### config.mk
export PLATFORM = sky130hd
export DESIGN_NAME = alu_pipe
export DESIGN_NICKNAME = d
export VERILOG_FILES = /design/src/rtl/alu_pipe.sv
export SDC_FILE = /design/constraint.sdc
export NUM_CORES = 2
export LEC_CHECK = 0
export BUFFER_PORTS_ARGS = -buffer_cell sky130_fd_sc_hd__buf_2
export CAP_MARGIN = 20
export CORE_ASPECT_RATIO = 1.25
export CORE_MARGIN = 2
export CORE_UTILIZATION = 30
export DETAILED_ROUTE_END_ITERATION = 6
export PLACE_DENSITY = 0.45
export SYNTH_ARGS = -nofsm -noshare
export SYNTH_HDL_FRONTEND = slang
export SYNTH_SLANG_ARGS = --single-unit
export TNS_END_PERCENT = 100
### constraint.sdc
create_clock -name clk_i -period 20.2 [get_ports clk_i]
set_clock_uncertainty 0.1 [all_clocks]
set_input_delay 6.06 -clock clk_i [delete_from_list [all_inputs] [get_ports clk_i]]
set_output_delay 6.06 -clock clk_i [all_outputs]
set_load 0.05 [all_outputs]
### src/rtl/alu_pipe.sv
// alu_pipe: registered ALU with valid/ready handshakes and a sequential shift-add multiplier.
// Define ALU_SHIFT_EN to add SLL (0011) and SRL (0100).
module alu_pipe #(
    parameter int WIDTH = 64
) (
    input  logic             clk_i,
    input  logic             rst_i,
    input  logic             in_valid_i,
    output logic             in_ready_o,
    input  logic [WIDTH-1:0] src1_i,
    input  logic [WIDTH-1:0] src2_i,
    input  logic [3:0]       ctrl_i,
    output logic             out_valid_o,
    input  logic             out_ready_i,
    output logic [WIDTH-1:0] result_o,
    output logic             zero_o,
    output logic             cout_o,
    output logic             overflow_o,
    output logic             busy_o
);
    localparam int CNT_W = $clog2(WIDTH) + 1;
    localparam int SH_W  = $clog2(WIDTH);
    localparam logic [3:0] OP_MUL = 4'b1000;

    typedef enum logic [1:0] {IDLE, MUL, DONE} state_t;

    state_t             r_state;
    logic [CNT_W-1:0]   r_cnt;
    logic [WIDTH-1:0]   r_mplier;
    logic [2*WIDTH-1:0] r_mcand;
    logic [2*WIDTH-1:0] r_acc;
    logic               r_out_valid;
    logic [WIDTH-1:0]   r_result;
    logic               r_zero;
    logic               r_cout;
    logic               r_ovf;

    logic               w_accept;
    logic               w_take;
    logic [WIDTH:0]     w_add;
    logic [WIDTH:0]     w_sub;
    logic               w_add_ovf;
    logic               w_sub_ovf;
    logic [WIDTH-1:0]   w_res;
    logic               w_cout;
    logic               w_ovf;

    assign in_ready_o  = (r_state == IDLE) && (!r_out_valid || out_ready_i);
    assign w_accept    = in_valid_i && in_ready_o;
    assign w_take      = r_out_valid && out_ready_i;
    assign out_valid_o = r_out_valid;
    assign result_o    = r_result;
    assign zero_o      = r_zero;
    assign cout_o      = r_cout;
    assign overflow_o  = r_ovf;
    assign busy_o      = (r_state == MUL);

    // SUB shares the adder form A + ~B + 1 so its carry means "no borrow".
    assign w_add     = {1'b0, src1_i} + {1'b0, src2_i};
    assign w_sub     = {1'b0, src1_i} + {1'b0, ~src2_i} + {{WIDTH{1'b0}}, 1'b1};
    assign w_add_ovf = (src1_i[WIDTH-1] == src2_i[WIDTH-1]) && (w_add[WIDTH-1] != src1_i[WIDTH-1]);
    assign w_sub_ovf = (src1_i[WIDTH-1] != src2_i[WIDTH-1]) && (w_sub[WIDTH-1] != src1_i[WIDTH-1]);

    always_comb begin
        w_res  = '0;
        w_cout = 1'b0;
        w_ovf  = 1'b0;
        case (ctrl_i)
            4'b0000: w_res = src1_i & src2_i;
            4'b0001: w_res = src1_i | src2_i;
            4'b0010: begin
                w_res  = w_add[WIDTH-1:0];
                w_cout = w_add[WIDTH];
                w_ovf  = w_add_ovf;
            end
            4'b0110: begin
                w_res  = w_sub[WIDTH-1:0];
                w_cout = w_sub[WIDTH];
                w_ovf  = w_sub_ovf;
            end
            4'b0111: w_res = {{(WIDTH-1){1'b0}}, w_sub[WIDTH-1] ^ w_sub_ovf};
            4'b1100: w_res = ~(src1_i | src2_i);
            4'b1101: w_res = ~(src1_i & src2_i);
`ifdef ALU_SHIFT_EN
            4'b0011: w_res = src1_i << src2_i[SH_W-1:0];
            4'b0100: w_res = src1_i >> src2_i[SH_W-1:0];
`endif
            default: w_res = '0;
        endcase
    end

    always_ff @(posedge clk_i or posedge rst_i) begin
        if (rst_i) begin
            r_state     <= IDLE;
            r_cnt       <= '0;
            r_mplier    <= '0;
            r_mcand     <= '0;
            r_acc       <= '0;
            r_out_valid <= 1'b0;
            r_result    <= '0;
            r_zero      <= 1'b0;
            r_cout      <= 1'b0;
            r_ovf       <= 1'b0;
        end else begin
            case (r_state)
                IDLE: if (w_accept && ctrl_i == OP_MUL) begin
                    r_state  <= MUL;
                    r_mplier <= src2_i;
                    r_mcand  <= {{WIDTH{1'b0}}, src1_i};
                    r_acc    <= '0;
                    r_cnt    <= '0;
                end
                MUL: begin
                    if (r_mplier[0]) r_acc <= r_acc + r_mcand;
                    r_mplier <= r_mplier >> 1;
                    r_mcand  <= r_mcand << 1;
                    r_cnt    <= r_cnt + 1'b1;
                    if (r_cnt == CNT_W'(WIDTH - 1)) r_state <= DONE;
                end
                DONE:    r_state <= IDLE;
                default: r_state <= IDLE;
            endcase
            // The output register is free in DONE because MUL is only accepted when it is.
            if (r_state == DONE) begin
                r_out_valid <= 1'b1;
                r_result    <= r_acc[WIDTH-1:0];
                r_zero      <= (r_acc[WIDTH-1:0] == '0);
                r_cout      <= |r_acc[2*WIDTH-1:WIDTH];
                r_ovf       <= |r_acc[2*WIDTH-1:WIDTH];
            end else if (w_accept && ctrl_i != OP_MUL) begin
                r_out_valid <= 1'b1;
                r_result    <= w_res;
                r_zero      <= (w_res == '0);
                r_cout      <= w_cout;
                r_ovf       <= w_ovf;
            end else if (w_take) begin
                r_out_valid <= 1'b0;
            end
        end
    end
endmodule
==> flow_summary.toml <==
[clock_tree]
post_cts_resized = 0
post-cts-setup-buffer-count = 0
clk_pin_slew_ps = 70
postCtsHoldBufs = 0
cts_tree = "done"
clockBufferDepth = 3
numCtsBuffers = 51
clk-insertion-delay-late_ps = 680
cts_sinks = 397
htree_levels = 2
root_buffer = "clkbuf_16"

[worst_hold_path]
hold_depth = 2
hold_end = "r_mplier[18]$_DFFE_PP0P_"
hp-start = "r_mplier[19]$_DFFE_PP0P_"
hp-class = "reg -> reg"

[synth]
synth_edf_count = 0
yosysUniqueCellTypes = 95
netlist_area_um2 = 36500
async_flop_share = 1.00
synth_area_leaders = "dfrtp_1 27%, ha_1 12%, o21ai_0 7.2%, a21oi_1 7.0%, nand2_1 6.6%"
synthDominantAreaCellType = "dfrtp_1"
ys_ff_latch = 397
synth_nets = 5320
synthCells = 4844
yosysWarningCount = 0
ys_seq_area_frac = 0.272
yosysTopAreaCellShare = 0.272
syn_area_per_cell_um2 = 7.54
synth_top_flop_cell = "dfrtp_1"

[finish]
fin_util = 0.336
drive_above_1_share = 0.0956
multi_input_area_um2 = 24600
final_cells = 6482
seq_area_um2 = 9930
area_growth_pct = 11.2
fill_cells = 13100
nets = 5316

[setup_path]
critical_path_arrival_ps = 6970
rr_worst_depth = 15
regToRegSetupSlack_ps = 14570
rr_endpoint = "r_acc[113]$_DFFE_PP0P_"
crit_required_ps = 14040
end_kind = "primary output"
critPathLaunchType = "input pin"
path_class = "in -> out"
critPathMaxFanout = 4
r2r_start = "r_acc[16]$_DFFE_PP0P_"

[pwr]
power_density_nw_per_um2 = 67.0
p_leak_nw = 17.0
peakVddDrop_mv = 0.0642
total_power_w = 0.00272

[sta]
tightest_slew_ps = 1090
fmax_mhz = 76.2
fin_ws_ps = 7070
slew_viol_final = 0
rsz0062_at_grt = "no"
tns_ps = 0
min_period_over_period = 0.650
setup_violations = 0
slew_headroom = 0.273
hold_viol = 0
period_needed_ps = 13130

[route]
vias = 37600
route.met3.wl_um = 9000
wl_met2_um = 75600
antenna_left = 0
via_per_inst = 5.80
drtIter0Drc = 2764
wl_um = 157000
firstDrtPassIters = 6
highest_layer = "met5"
wl_met1_um = 67100
drc = 0
wl_per_cell_um = 24.2

[placed_design]
hpwl_um = 120000
port_buffers = 205
place_ws_ps = 6920
gp_congestion = 0.924
place_inst = 6382

[global_routing]
grt_pass1_vias = 36800
grt_usage = 0.245
grt_pass1_wl_um = 236000
antenna_found_initial = 12
grt_max_degree = 143
gr-total-overflow = 0

[floorplan]
die_width_um = 316
initial_utilization = 0.302
io_pins = 206
dieArea_um2 = 125000
die_y_um = 394
rows = 143
coreArea_um2 = 121000

[job]
drv_cap = 0

[run_status]
outcome = "finished, final reports clean"
through the flow:
stage	hold WS (ps)	cell area, um^2
3_3_place_gp	358	38900
4_1_cts	374	40600
5_1_grt	384	40600
6_report	367	40600
2_1_floorplan	344	36500
3_5_place_dp	365	38900
sequential cells by signal, indices dropped and copies added, names as in the netlist:
name         cells
r_acc          128
r_mcand        128
r_mplier        64
result_o        64
r_cnt            7
r_state          2
cout_o           1
out_valid_o      1
overflow_o       1
zero_o           1
cell usage after synthesis (all sizes together) (35+ instances only):
| cell type | number |
|---|---|
| xnor2 | 98 |
| a22oi | 60 |
| a21oi | 509 |
| nor2b | 37 |
| nor3 | 120 |
| nand2 | 646 |
| nor2 | 366 |
| a221oi | 60 |
| o31ai | 44 |
| nor4 | 77 |
| inv | 240 |
| nand3 | 87 |
| o221a | 48 |
| clkbuf | 269 |
| a31oi | 46 |
| nand4 | 80 |
| o21ai | 547 |
| buf | 44 |
| a21o | 94 |
| o21bai | 76 |
| dfrtp | 397 |
| xor2 | 47 |
| ha | 336 |
| o221ai | 35 |
| a211oi | 36 |
kinds of logic (layout without fill, tap and decap cells):
kind of cell             after synthesis  in the layout  synth area share
adder cells (fa/ha/maj)              340            340             0.117
other                                  0              4                 0
multiplexers                          10             10           0.00291
flip-flops                           397            397             0.272
AND/OR/NAND/NOR                     1569           1569             0.195
buffers and inverters                554            593            0.0579
XOR/XNOR                             145            145            0.0348
AO/OA/AOI/OAI                       1829           1829             0.320
critical path: stages:
cell and delay (ps):
buf_2 90, nor2b_1 290, nor3_1 80, buf_4 190, buf_2 240
per-layer routing:
layer | vias up | global-route usage
li1 | 17700 | -
met1 | 18400 | 0.316
met2 | 1180 | 0.418
met3 | 274 | 0.0381
met4 | 14 | 0.0761
met5 | - | 0
final cells by class:
cell class | count | area share
timing repair buffer | 256 | 0.0350
multi-input combinational | 3893 | 0.605
clock buffer | 71 | 0.0367
inverter | 241 | 0.0226
tap | 1595 | 0.0491
clock inverter | 25 | 0.00690
sequential | 397 | 0.244
antenna | 4 | 0.000246
how the worst max path moves through the flow:
stage,start,endpoint,cells after the start
6_report,out_ready_i,in_ready_o,5
5_1_grt,out_ready_i,in_ready_o,5
4_1_cts,out_ready_i,in_ready_o,5
3_5_place_dp,src1_i[2],zero_o$_DFFE_PP0P_,29
3_3_place_gp,out_ready_i,in_ready_o,5
2_1_floorplan,rst_i,cout_o$_DFFE_PP0P_,1
report_power, final:
part / switching (W) / internal, W / total [W]
Clock: 0.000413 / 0.000580 / 0.000993
Combinational: 0.000530 / 0.000251 / 0.000781
Sequential: 0.0000978 / 0.000852 / 0.000950
cell usage in the layout, fill, tap and decap left out, types with 76 or more instances in the layout:
cell type	count
a21oi_1	508
nand2_1	642
o21bai_1	76
nand3_1	85
dfrtp_1	397
buf_2	204
nor3_1	119
xnor2_1	98
ha_1	336
a21o_1	94
nor4_1	76
o21ai_0	523
nor2_1	358
nand4_1	80
inv_1	235
(Power assumes the default switching activity.)
